## src/rtl/cordic_seq_pkg.sv

```systemverilog
// Shared definitions for the CORDIC LUT sequencer.
//   state_t      : sequencer FSM states (idle, load, iterate, done)
//   CORDIC_W     : default ROM word / angle width
//   CORDIC_N     : default ROM address width
//   CORDIC_ITER  : default iterations per operation (1..2**CORDIC_N)
package cordic_seq_pkg;

    typedef enum logic [1:0] {
        ST_IDLE = 2'd0,
        ST_LOAD = 2'd1,
        ST_ITER = 2'd2,
        ST_DONE = 2'd3
    } state_t;

    localparam int unsigned CORDIC_W    = 32;
    localparam int unsigned CORDIC_N    = 3;
    localparam int unsigned CORDIC_ITER = 8;

endpackage

```

## src/rtl/cordic_lut_sequencer_if.sv

```systemverilog
// Bundle between the CORDIC sequencer, its controller and the LUT ROM/datapath.
//   beg_fsm, ack         : start request / result-taken handshake (controller -> sequencer)
//   busy, ready          : status back to the controller
//   rom_addr, rom_data   : LUT ROM address out, combinational ROM word back
//   lut_angle, iter_cnt  : angle word and shift amount for the datapath
//   load_init, enab_iter : datapath load and micro-rotation enables
// The slave modport is the sequencer; master is everything around it.
interface cordic_lut_sequencer_if #(
    parameter int unsigned W = 32,
    parameter int unsigned N = 3
);
    logic         beg_fsm;
    logic         ack;
    logic         busy;
    logic         ready;
    logic [N-1:0] rom_addr;
    logic [W-1:0] rom_data;
    logic [W-1:0] lut_angle;
    logic [N-1:0] iter_cnt;
    logic         load_init;
    logic         enab_iter;

    modport slave (
        input  beg_fsm, ack, rom_data,
        output busy, ready, rom_addr, lut_angle, iter_cnt, load_init, enab_iter
    );

    modport master (
        output beg_fsm, ack, rom_data,
        input  busy, ready, rom_addr, lut_angle, iter_cnt, load_init, enab_iter
    );
endinterface

```

## src/rtl/cordic_lut_sequencer.sv

```systemverilog
// Sequences one CORDIC rotation: walks the angle LUT ROM, registers each word
// for the datapath and drives the load / iteration enables.
//   clk : clock, all logic on the rising edge
//   rst : synchronous active-high reset
//   bus : slave side of cordic_lut_sequencer_if (handshake, ROM, datapath controls)
// Status and enables are decoded from the state register only.
module cordic_lut_sequencer
    import cordic_seq_pkg::*;
#(
    parameter int unsigned W    = CORDIC_W,
    parameter int unsigned N    = CORDIC_N,
    parameter int unsigned ITER = CORDIC_ITER
) (
    input  logic                    clk,
    input  logic                    rst,
    cordic_lut_sequencer_if.slave   bus
);

    localparam logic [N-1:0] ITER_LAST = N'(ITER - 1);

    state_t       state;
    logic [N-1:0] rom_addr;
    logic [N-1:0] iter_cnt;
    logic [W-1:0] lut_angle;
    logic         last_iter;

    assign last_iter = (iter_cnt == ITER_LAST);

    always_ff @(posedge clk) begin
        if (rst) begin
            state     <= ST_IDLE;
            rom_addr  <= '0;
            iter_cnt  <= '0;
            lut_angle <= '0;
        end else begin
            case (state)
                ST_IDLE: begin
                    if (bus.beg_fsm) begin
                        state    <= ST_LOAD;
                        rom_addr <= '0;
                        iter_cnt <= '0;
                    end
                end
                ST_LOAD: begin
                    lut_angle <= bus.rom_data;
                    rom_addr  <= rom_addr + N'(1);
                    state     <= ST_ITER;
                end
                ST_ITER: begin
                    rom_addr <= rom_addr + N'(1);
                    if (last_iter) begin
                        // The word fetched on the final iteration lies past the
                        // last entry used; keep the final angle visible in DONE.
                        state <= ST_DONE;
                    end else begin
                        lut_angle <= bus.rom_data;
                        iter_cnt  <= iter_cnt + N'(1);
                    end
                end
                ST_DONE: begin
                    if (bus.ack) begin
                        state    <= ST_IDLE;
                        iter_cnt <= '0;
                        rom_addr <= '0;
                    end
                end
                default: state <= ST_IDLE;
            endcase
        end
    end

    assign bus.rom_addr  = rom_addr;
    assign bus.iter_cnt  = iter_cnt;
    assign bus.lut_angle = lut_angle;
    assign bus.busy      = (state != ST_IDLE);
    assign bus.load_init = (state == ST_LOAD);
    assign bus.enab_iter = (state == ST_ITER);
    assign bus.ready     = (state == ST_DONE);

endmodule
```

## src/flat_wrapper.sv

```systemverilog
// flat-port wrapper written by rule: the top's interface ports become plain ports
module cordic_lut_sequencer_flat import cordic_seq_pkg::*;
#(
    parameter int unsigned W    = CORDIC_W,
    parameter int unsigned N    = CORDIC_N,
    parameter int unsigned ITER = CORDIC_ITER
)
  (clk, rst, bus_beg_fsm, bus_ack, bus_rom_data, bus_busy, bus_ready, bus_rom_addr, bus_lut_angle, bus_iter_cnt, bus_load_init, bus_enab_iter);
  cordic_lut_sequencer_if #(.W(W), .N(N)) bus_i ();
  input  logic clk;
  input  logic rst;
  input wire logic [$bits(bus_i.beg_fsm)-1:0] bus_beg_fsm;
  input wire logic [$bits(bus_i.ack)-1:0] bus_ack;
  input wire logic [$bits(bus_i.rom_data)-1:0] bus_rom_data;
  output wire logic [$bits(bus_i.busy)-1:0] bus_busy;
  output wire logic [$bits(bus_i.ready)-1:0] bus_ready;
  output wire logic [$bits(bus_i.rom_addr)-1:0] bus_rom_addr;
  output wire logic [$bits(bus_i.lut_angle)-1:0] bus_lut_angle;
  output wire logic [$bits(bus_i.iter_cnt)-1:0] bus_iter_cnt;
  output wire logic [$bits(bus_i.load_init)-1:0] bus_load_init;
  output wire logic [$bits(bus_i.enab_iter)-1:0] bus_enab_iter;
  assign bus_i.beg_fsm = bus_beg_fsm;
  assign bus_i.ack = bus_ack;
  assign bus_i.rom_data = bus_rom_data;
  assign bus_busy = bus_i.busy;
  assign bus_ready = bus_i.ready;
  assign bus_rom_addr = bus_i.rom_addr;
  assign bus_lut_angle = bus_i.lut_angle;
  assign bus_iter_cnt = bus_i.iter_cnt;
  assign bus_load_init = bus_i.load_init;
  assign bus_enab_iter = bus_i.enab_iter;
  cordic_lut_sequencer #(.W(W), .N(N), .ITER(ITER)) u_core (.clk(clk), .rst(rst), .bus(bus_i));
endmodule
```

## config.mk

```make
export PLATFORM = sky130hd
export DESIGN_NAME = cordic_lut_sequencer_flat
export DESIGN_NICKNAME = d
export VERILOG_FILES = /design/src/rtl/cordic_seq_pkg.sv /design/src/rtl/cordic_lut_sequencer_if.sv /design/src/rtl/cordic_lut_sequencer.sv /design/src/flat_wrapper.sv
export SDC_FILE = /design/constraint.sdc
export NUM_CORES = 1
export LEC_CHECK = 0
export BUFFER_PORTS_ARGS = -buffer_cell sky130_fd_sc_hd__buf_4
export CAP_MARGIN = 20
export CORE_MARGIN = 2
export CORE_UTILIZATION = 30
export CTS_CLUSTER_SIZE = 8
export DETAILED_ROUTE_END_ITERATION = 7
export PLACE_DENSITY = 0.6
export SYNTH_ARGS = -nofsm -noshare
export SYNTH_HDL_FRONTEND = slang
export SYNTH_SLANG_ARGS = --single-unit
```

## constraint.sdc

```tcl
create_clock -name clk -period 1.75 [get_ports clk]
set_input_delay 0.35 -clock clk [delete_from_list [all_inputs] [get_ports clk]]
set_output_delay 0.35 -clock clk [all_outputs]
set_load 0.05 [all_outputs]
```

==> qor.txt <==
Post-synthesis net count: 249
Largest stage delay on the critical path: 0.36 ns
Peak VDD IR: 0.839 mV
Skew-Pair Late Insertion Delay: 0.28 ns
Post-CTS Resized: 0
Final setup margin: 0.0961 ns
Most used routing layer: met2
Number of global-route vias before repair: 1,607
Drt pass-1 iters: 4
Status: complete, no violations
CTS Hold Bufs: 0
Synthesized cell area: 1740 sq um
GP Congestion: 0.792
CTS Buf Count: 5
Setup Skew: 0.00382 ns
GRT overflow: 0
I/O Pins: 78
Gr usage total: 14.3%
Cell with the most instances on the worst path: buf_4
Total leakage power: 1.07 nW
Via count: 1,743
Max Cap Viol: 0
Clock root cell: clkbuf_8
Worst setup SP type: register
Register area share after synthesis: 45.9%
Slew Limit Fails: 0
Slowest stage cell, crit path: dfxtp_2
WP data required: 1.40 ns
Final Cycle Share: 94.5%
Final #Nets: 325
Final setup fails: 0
Total die area: 6440 sq um
I/O Buffers: 77
# rows: 27
Fill cells: 591
Worst setup EP type: output pin
Pre-CTS setup slack: 0.0906 ns
Vias/cell: 4.95
TritonCTS clock tree: yes
Pin count of the biggest net entering global routing: 22
Fmax: 605 MHz
Most common cell after layout, fill and taps aside: buf_4
Hold Path Class: in -> reg
Die Y: 80.2 um
DRC viols: 0
Clock Sinks: 40
Post-CTS setup buffer count: 0
Placed insts: 345
Final Hold Vio Count: 0
Worst-Margin Slew: 0.343 ns
Synthesized area per cell: 8.54 sq um
FF+latch count, synth: 40
M3 GR Usage: 4.16%
Clk buf depth: 2
Die Wd: 80.2 um
Fin crit period: 1.65 ns
Initial antenna violation count: 0
Global-route wire length before repair: 7310 um
Effective utilization at floorplan: 31.3%
CP cell instances: inv_1 > ha_1 > buf_4 > buf_4
CTS clk-pin slew, worst paths: 0.07 ns
Detail Placement HPWL: 3250 um
WP data arrival: 1.30 ns
Fin cells: 352
Commonest cells after routing, fill and taps aside: 88 x buf_4, 36 x a21oi_1, 36 x dfxtp_1, 32 x nand3_1, 28 x o21ai_0
DR iter-0 viols: 30
Ant diodes: 0
Worst slew margin: 76.8%
Power density over the cells: 1990 nW/um^2
Post-Syn Instances: 204
GRT met1 Usage: 18.6%
Final ANT Viol Nets: 0
Worst-path maximum fanout: 5
H-tree depth: 2
Grt met2 use: 22.8%
CP Class: reg -> out
Layout Area Growth over Synthesis: 43.2%
Warning count from the yosys run: 0
Layout cells sized above 1: 37.1%
Routed len/inst: 13.3 um
Yosys cell types: 26
Post-Route WL: 4690 um
Core Region: 5570 sq um
metal layers:
layer	vias to the layer above	part of all wire [%]
met4	0	1.2
met3	6	6.5
met1	792	46
met2	55	46
li1	890	-
met5	-	0
final cells by class:
type / instances / area [sq um] / share of cell area (%)
clock inverter: 1 / 5.00 / 0.201
tap: 72 / 90.1 / 3.61
inverter: 4 / 15.0 / 0.602
sequential: 40 / 806 / 32.3
timing repair buffer: 88 / 661 / 26.5
clock buffer: 6 / 72.6 / 2.91
multi-input combinational: 141 / 847 / 33.9
state kept, by name, indices dropped and copies added, names as in the netlist:
signal                flops
u_core.bus.lut_angle     32
u_core.bus.iter_cnt       3
u_core.bus.rom_addr       3
u_core.state              2
cells in the mapped netlist:
master | number | area share (%)
dfxtp_1 | 40 | 46
a21oi_1 | 36 | 10
nand3_1 | 32 | 9.2
o21ai_0 | 28 | 8.0
clkbuf_1 | 16 | 3.4
ha_1 | 9 | 6.5
o21ai_1 | 8 | 2.3
inv_1 | 4 | 0.86
o31ai_1 | 4 | 1.7
nand2_1 | 3 | 0.65
nand2b_1 | 3 | 1.1
o311ai_0 | 3 | 1.5
buf_6 | 2 | 1.3
nand3b_1 | 2 | 0.86
nand4_1 | 2 | 0.72
nor2b_1 | 2 | 0.72
a21o_1 | 1 | 0.43
a31oi_1 | 1 | 0.36
and2b_1 | 1 | 0.43
buf_2 | 1 | 0.29
nand4b_1 | 1 | 0.50
nor2b_4 | 1 | 0.79
o2111ai_1 | 1 | 0.50
or2b_2 | 1 | 0.50
or3_4 | 1 | 0.65
or4_1 | 1 | 0.43
cells by family (layout without fill, tap and decap cells):
| logic type | Yosys count | in the layout | share of synthesized area (%) |
|---|---|---|---|
| compound gates | 82 | 82 | 25.2 |
| simple gates | 50 | 50 | 16.5 |
| flops | 40 | 40 | 45.9 |
| buf+inv | 23 | 99 | 5.89 |
| fa+ha+maj | 9 | 9 | 6.46 |
critical path, delay by kind of cell, from the launching register on:
| kind | cells | cell delay, ns |
|---|---|---|
| DFF | 1 | 0.36 |
| buffers and inverters | 3 | 0.44 |
| adders and majority gates | 1 | 0.23 |
per-stage QoR:
| step | TNS [ns] | instance area [sq um] | total power [mW] | hold WS [ns] | utilization (%) |
|---|---|---|---|---|---|
| floorplan | -0.000300 | 1750 | 3.50 | 0.481 | - |
| global placement | 0 | 2410 | 4.42 | 0.451 | 43.3 |
| detailed placement | 0 | 2410 | 4.43 | 0.459 | 43.3 |
| CTS | 0 | 2490 | 5.02 | 0.324 | 44.7 |
| global route | -0.00845 | 2500 | 5.31 | 0.323 | 44.8 |
| finish | 0 | 2500 | 4.98 | 0.336 | 44.8 |
report_power, final:
group	internal [mW]	leakage, nW	switching [mW]
clock network	0.271	0.0410	0.302
registers	1.22	0.328	0.179
logic	0.953	0.700	2.05
path summary, 6_finish.rpt:
check	from	to	slack [ns]	depth (start not counted)
hold reg to reg	u_core.bus.lut_angle[1]$_SDFFE_PP0P_	u_core.bus.lut_angle[1]$_SDFFE_PP0P_	0.46	2
setup reg to reg	u_core.bus.iter_cnt[0]$_SDFFE_PP0P_	u_core.bus.iter_cnt[1]$_SDFFE_PP0P_	0.14	5
setup / recovery	u_core.state[0]$_SDFFE_PP0P_	bus_enab_iter	0.1	4
hold / removal	bus_rom_data[30]	u_core.bus.lut_angle[30]$_SDFFE_PP0P_	0.34	3
Power figures use the tool's default switching activity.
